$ cat config.mk
export PLATFORM = sky130hd
export DESIGN_NAME = clock_ctrl
export DESIGN_NICKNAME = d
export VERILOG_FILES = /design/src/rtl/clock_ctrl.sv
export SDC_FILE = /design/constraint.sdc
export NUM_CORES = 1
export LEC_CHECK = 0
export ABC_AREA = 1
export CORE_ASPECT_RATIO = 0.9
export CORE_MARGIN = 2
export CORE_UTILIZATION = 58
export CTS_CLUSTER_DIAMETER = 40
export DETAILED_ROUTE_END_ITERATION = 12
export PLACE_DENSITY = 0.75
export REMOVE_ABC_BUFFERS = 1
export SLEW_MARGIN = 20
export SYNTH_ARGS = -nofsm -noshare
export SYNTH_HDL_FRONTEND = slang
export SYNTH_SLANG_ARGS = --single-unit
$ cat constraint.sdc
create_clock -name clk -period 3.5 [get_ports clk]
set_input_delay 1.05 -clock clk [delete_from_list [all_inputs] [get_ports clk]]
set_output_delay 1.05 -clock clk [all_outputs]
set_load 0.05 [all_outputs]
$ cat src/rtl/clock_ctrl.sv
// Key conditioning, 1 Hz prescaler and time-set mode FSM for a digital clock.
// Optional macro CLOCK_CTRL_AUTOREPEAT_EN: a held up/down key repeats one step per second.
`timescale 1ns/1ps
module clock_ctrl #(
    parameter int unsigned CLK_HZ       = 50000000,
    parameter int unsigned DEBOUNCE_CYC = 1000000
) (
    input  logic       clk,
    input  logic       reset,
    input  logic [3:0] KEY,
    output logic       oneSecClk,
    output logic       on,
    output logic       set,
    output logic [1:0] sethms,
    output logic [1:0] upDown
);

    localparam int unsigned HALF_CYC = CLK_HZ / 2;
    localparam int unsigned PS_W     = (HALF_CYC > 1) ? $clog2(HALF_CYC) : 1;
    localparam int unsigned DB_W     = (DEBOUNCE_CYC > 1) ? $clog2(DEBOUNCE_CYC) : 1;

    localparam logic [1:0] UD_NONE = 2'b00;
    localparam logic [1:0] UD_UP   = 2'b10;
    localparam logic [1:0] UD_DOWN = 2'b01;

    typedef enum logic [1:0] {
        ST_RUN   = 2'd0,
        ST_SET_H = 2'd1,
        ST_SET_M = 2'd2,
        ST_SET_S = 2'd3
    } state_t;

    // key conditioning state
    logic [3:0]      r_sync1;
    logic [3:0]      r_sync2;
    logic [3:0]      r_key_lvl;
    logic [3:0]      r_key_prev;
    logic [3:0]      r_armed;
    logic [1:0]      r_prime;
    logic [DB_W-1:0] r_db_cnt [4];
    logic [3:0]      w_press;

    // prescaler state
    logic [PS_W-1:0] r_presc;
    logic            r_one_sec;
    logic            w_sec_rise;

    // mode FSM state
    state_t          r_state;
    logic            r_set;
    logic [1:0]      r_sethms;
    logic [1:0]      r_ud;
    logic            r_on;
    logic            r_hit;

    // Synchronize, debounce and arm each key; a key only arms once seen released after reset.
    always_ff @(posedge clk) begin
        if (reset) begin
            r_sync1    <= '1;
            r_sync2    <= '1;
            r_key_lvl  <= '1;
            r_key_prev <= '1;
            r_armed    <= '0;
            r_prime    <= '0;
            for (int i = 0; i < 4; i++) begin
                r_db_cnt[i] <= '0;
            end
        end else begin
            r_sync1    <= KEY;
            r_sync2    <= r_sync1;
            r_key_prev <= r_key_lvl;
            r_prime    <= {r_prime[0], 1'b1};
            r_armed    <= r_armed | ({4{r_prime[1]}} & r_sync2);
            for (int i = 0; i < 4; i++) begin
                if (r_sync2[i] != r_key_lvl[i]) begin
                    if (r_db_cnt[i] == DB_W'(DEBOUNCE_CYC - 1)) begin
                        r_db_cnt[i]  <= '0;
                        r_key_lvl[i] <= r_sync2[i];
                    end else begin
                        r_db_cnt[i] <= r_db_cnt[i] + DB_W'(1);
                    end
                end else begin
                    r_db_cnt[i] <= '0;
                end
            end
        end
    end

    assign w_press = r_key_prev & ~r_key_lvl & r_armed;

    // Half-second prescaler producing the 1 Hz square wave.
    always_ff @(posedge clk) begin
        if (reset) begin
            r_presc   <= '0;
            r_one_sec <= 1'b0;
        end else if (r_presc == PS_W'(HALF_CYC - 1)) begin
            r_presc   <= '0;
            r_one_sec <= ~r_one_sec;
        end else begin
            r_presc <= r_presc + PS_W'(1);
        end
    end

    assign w_sec_rise = (r_presc == PS_W'(HALF_CYC - 1)) && !r_one_sec;

`ifdef CLOCK_CTRL_AUTOREPEAT_EN
    logic w_dir_held;
    assign w_dir_held = r_ud[1] ? ~r_key_lvl[1] : ~r_key_lvl[2];
`endif

    // Mode FSM; r_hit marks that a oneSecClk rise has occurred since the step was loaded.
    always_ff @(posedge clk) begin
        if (reset) begin
            r_state  <= ST_RUN;
            r_set    <= 1'b0;
            r_sethms <= 2'b11;
            r_ud     <= UD_NONE;
            r_on     <= 1'b1;
            r_hit    <= 1'b0;
        end else begin
            if ((r_state == ST_RUN) && w_press[3]) begin
                r_on <= ~r_on;
            end

            if (w_press[0]) begin
                r_ud  <= UD_NONE;
                r_hit <= 1'b0;
                case (r_state)
                    ST_RUN: begin
                        r_state  <= ST_SET_H;
                        r_set    <= 1'b1;
                        r_sethms <= 2'b00;
                    end
                    ST_SET_H: begin
                        r_state  <= ST_SET_M;
                        r_set    <= 1'b1;
                        r_sethms <= 2'b01;
                    end
                    ST_SET_M: begin
                        r_state  <= ST_SET_S;
                        r_set    <= 1'b1;
                        r_sethms <= 2'b10;
                    end
                    ST_SET_S: begin
                        r_state  <= ST_RUN;
                        r_set    <= 1'b0;
                        r_sethms <= 2'b11;
                    end
                endcase
            end else if (r_state == ST_RUN) begin
                r_ud  <= UD_NONE;
                r_hit <= 1'b0;
            end else if (r_ud == UD_NONE) begin
                if (w_press[1] && !w_press[2]) begin
                    r_ud  <= UD_UP;
                    r_hit <= 1'b0;
                end else if (w_press[2] && !w_press[1]) begin
                    r_ud  <= UD_DOWN;
                    r_hit <= 1'b0;
                end
            end else if (r_hit) begin
                r_hit <= 1'b0;
`ifdef CLOCK_CTRL_AUTOREPEAT_EN
                if (!w_dir_held) begin
                    r_ud <= UD_NONE;
                end
`else
                r_ud <= UD_NONE;
`endif
            end else if (w_sec_rise) begin
                r_hit <= 1'b1;
            end
        end
    end

    assign oneSecClk = r_one_sec;
    assign on        = r_on;
    assign set       = r_set;
    assign sethms    = r_sethms;
    assign upDown    = r_ud;

endmodule

==> summary.md <==
| Metric | Value |
|---|---|
| Most common cell after layout, fill and taps aside | `nand2_1` |
| CTS hold repair buffers | `0` |
| Crit path arrival time | `about 1.7 ns` |
| Layout cell share with drive strength beyond 1 | `between 8 and 9%` |
| Residual DRC | `0` |
| Synth Area in Compound Gates | `4.00%` |
| Buffers on Ports | `12` |
| Adder-cell share of the synthesized area | `1.55%` |
| Yosys warning total | `0` |
| Fin cells | `1157` |
| I/O pin count | `13` |
| Worst Path Max Fanout | `3` |
| Post-route minimum period | `2.70 ns` |
| Max_cap viols | `0` |
| Hold path endpoint | `r_sync2[2]` |
| Syn Area/Cell | `8.24 µm²` |
| Pwr Total | `3.87 mW` |
| PostCTS Resize Cnt | `0` |
| Layout Nets | `999` |
| CTS Buffer Depth | `2` |
| Synth Area in XOR/XNOR | `6.97%` |
| Max incr delay on CP | `0.83 ns` |
| Die X | `~120 µm` |
| Die area | `between 10000 and 15000 µm²` |
| R2r worst-path depth | `6` |
| Placed Instances | `roughly 1100` |
| Worst slew margin | `a little over half` |
| Ant diodes | `0` |
| Synth unique cells | `35` |
| WHS Path Cells | `1` |
| CP top delay family | `buffers and inverters` |
| TritonCTS buffer count | `17` |
| Buf+Inv Stages, Crit Path | `1` |
| Antenna violations before repair | `0` |
| Post-route ant nets | `0` |
| GRT Total Usage | `22.6%` |
| Startpoint types | `flop` |
| Setup CP Type | `flop to output port` |
| CP Cell Sequence | `clkdlybuf4s50_1` |
| Die Span Y | `110 µm` |
| Pre-CTS worst setup slack | `between 0.7 and 0.8 ns` |
| R2r startpoint | `r_db_cnt[3][0]` |
| Filler Cells Inserted | `1022` |
| Post-DP HPWL | `9.58 mm` |
| Simple-gate share of the synthesized area | `between 30% and 40%` |
| Post-synthesis mux area share | `0%` |
| Drt total wl | `~14 mm` |
| Final Max Slew Viols | `0` |
| First-pass GRT wire length | `between 20 and 25 mm` |
| R2R Setup Slk | `1.31 ns` |
| Worst R2R End | `r_db_cnt[3][15]` |
| Grt ovf | `0` |
| Cell area after synthesis | `around 7300 µm²` |
| Status | `finished clean` |
| Num rows | `38` |
| Final hold viol count | `0` |
| Final setup viols | `0` |
| Leakage | `3.15 nW` |
| Routed wire per std cell | `11.7 µm` |
| Largest family of logic cells by synthesized area | `simple AND/OR/NAND/NOR gates` |
| Worst-Skew Late Latency | `0.42 ns` |
| Hold_sp | `r_sync1[2]` |
| Cells after Synth | `884` |
| Core Area | `12200 µm²` |
| Placer congestion estimate | `0.892` |
| Critical path required time | `2.45 ns` |
| Initial Util | `roughly 60%` |
| Synth top area cells | `edfxtp_1 33%, dfxtp_1 16%, nand2_1 10%, nor2_1 9.8%, nand3_1 4.2%` |
| CTS tree | `yes` |
| Final setup skew | `0.00586 ns` |
| Vias in the first global route | `5363` |
| Critical path depth | `1` |
| Worst path slowest cell | `clkdlybuf4s50_1` |
| Leading area contributor after synthesis | `edfxtp_1` |
| Unrepaired setup endpoints after global routing | `no` |
| Fraction of registers with async set/reset | `0%` |
| Final TNS setup | `0 ns` |
| Achievable frequency | `0.370 GHz` |
| Vias per cell | `4.91` |
| Post-CTS setup repair buffer count | `0` |
| DR iter-0 viols | `381` |
| Post-synth top area share | `33.0%` |
| Post-synth EDFFs | `80` |
| Setup crit end kind | `output port` |
| Register area share after synthesis | `48.6%` |
| Hold Path Class | `flop to flop` |
| TritonRoute pass-1 iters | `4` |
| Synth-to-Final Area Change | `15.8%` |
| CTS H-tree lvls | `4` |
| FF+latch count, synth | `137` |
| Commonest non-fill, non-tap cells in the layout | `194 x nand2_1, 190 x nor2_1, 80 x edfxtp_1, 80 x conb_1, 68 x inv_1` |
| Main synth FF type | `edfxtp_1` |
| WHS | `between 0.4 and 0.5 ns` |
| Peak supply drop | `416 µV` |
| CTS root buf | `clkbuf_16` |
| Tcrit/Tclk final | `77.2%` |
| Via count | `5682` |
| Clock sinks | `137` |
| Cell Pwr Density | `about 460 nW/µm²` |
| Clk slew on worst S/H paths | `0.06 ns` |
| Slew @ Worst Pin | `0.705 ns` |
| Pin count of the biggest net entering global routing | `26` |
| Final WS setup | `approximately 0.8 ns` |
[layer usage]
metal,part of all wire (%),vias up,GRT usage [%]
li1,-,2993,-
met1,50,2594,30.2
met2,45,79,35.8
met3,4.0,16,6.58
met4,1.2,0,6.90
met5,0,-,0
[kinds of logic after synthesis]
group	count (synthesis)
compound gates	55
xor+xnor	58
fa+ha+maj	9
buf+inv	80
flops	137
other cells	1
simple gates	544
[layout make-up]
cell class                 count  area [µm²]  share of cell area [%]
tap                          160         200                    2.37
clock inverter                13         201                    2.39
inverter                      68         255                    3.03
sequential                   137        3540                    42.0
clock buffer                  19         433                    5.13
multi-input combinational    746        3670                    43.5
timing repair buffer          14         135                    1.60
[how the worst max path moves through the flow]
stage,from,slack [ns],end
after floorplan,reset,1.35,r_db_cnt[3][14]
after global placement,reset,0.81,r_db_cnt[3][15]
after detailed placement,reset,0.76,r_db_cnt[3][19]
after CTS,on,0.78,on
after global routing,on,0.75,on
final,on,0.80,on
[synthesized netlist by cell type (all sizes together), types with 11 or more instances]
library cell / n
nor2: 215
nand2: 202
edfxtp: 80
inv: 68
nand3: 67
dfxtp: 57
a21oi: 43
xor2: 32
xnor2: 26
or2: 21
nand4: 19
nor3: 11
[flip-flops by register name, indices dropped and copies added, names as in the netlist]
| register | count |
|---|---|
| set | 1 |
| r_state | 2 |
| r_sync1 | 4 |
| r_presc | 25 |
| r_prime | 2 |
| r_key_lvl | 4 |
| r_sync2 | 4 |
| r_hit | 1 |
| r_db_cnt | 80 |
| r_key_prev | 4 |
| on | 1 |
| sethms | 2 |
| oneSecClk | 1 |
| upDown | 2 |
| r_armed | 4 |
[metrics by stage]
step	utilization [%]	area (µm²)
floorplan	-	7470
global placement	64.1	7800
detailed placement	64.1	7800
CTS	69.3	8440
global route	69.3	8440
finish	69.3	8440
[power breakdown]
part           total [mW]  internal (mW)  switching (mW)
Combinational       0.128         0.0466          0.0818
Clock                1.93           1.26           0.674
Sequential           1.81           1.76          0.0521
(Power assumes the default switching activity.)
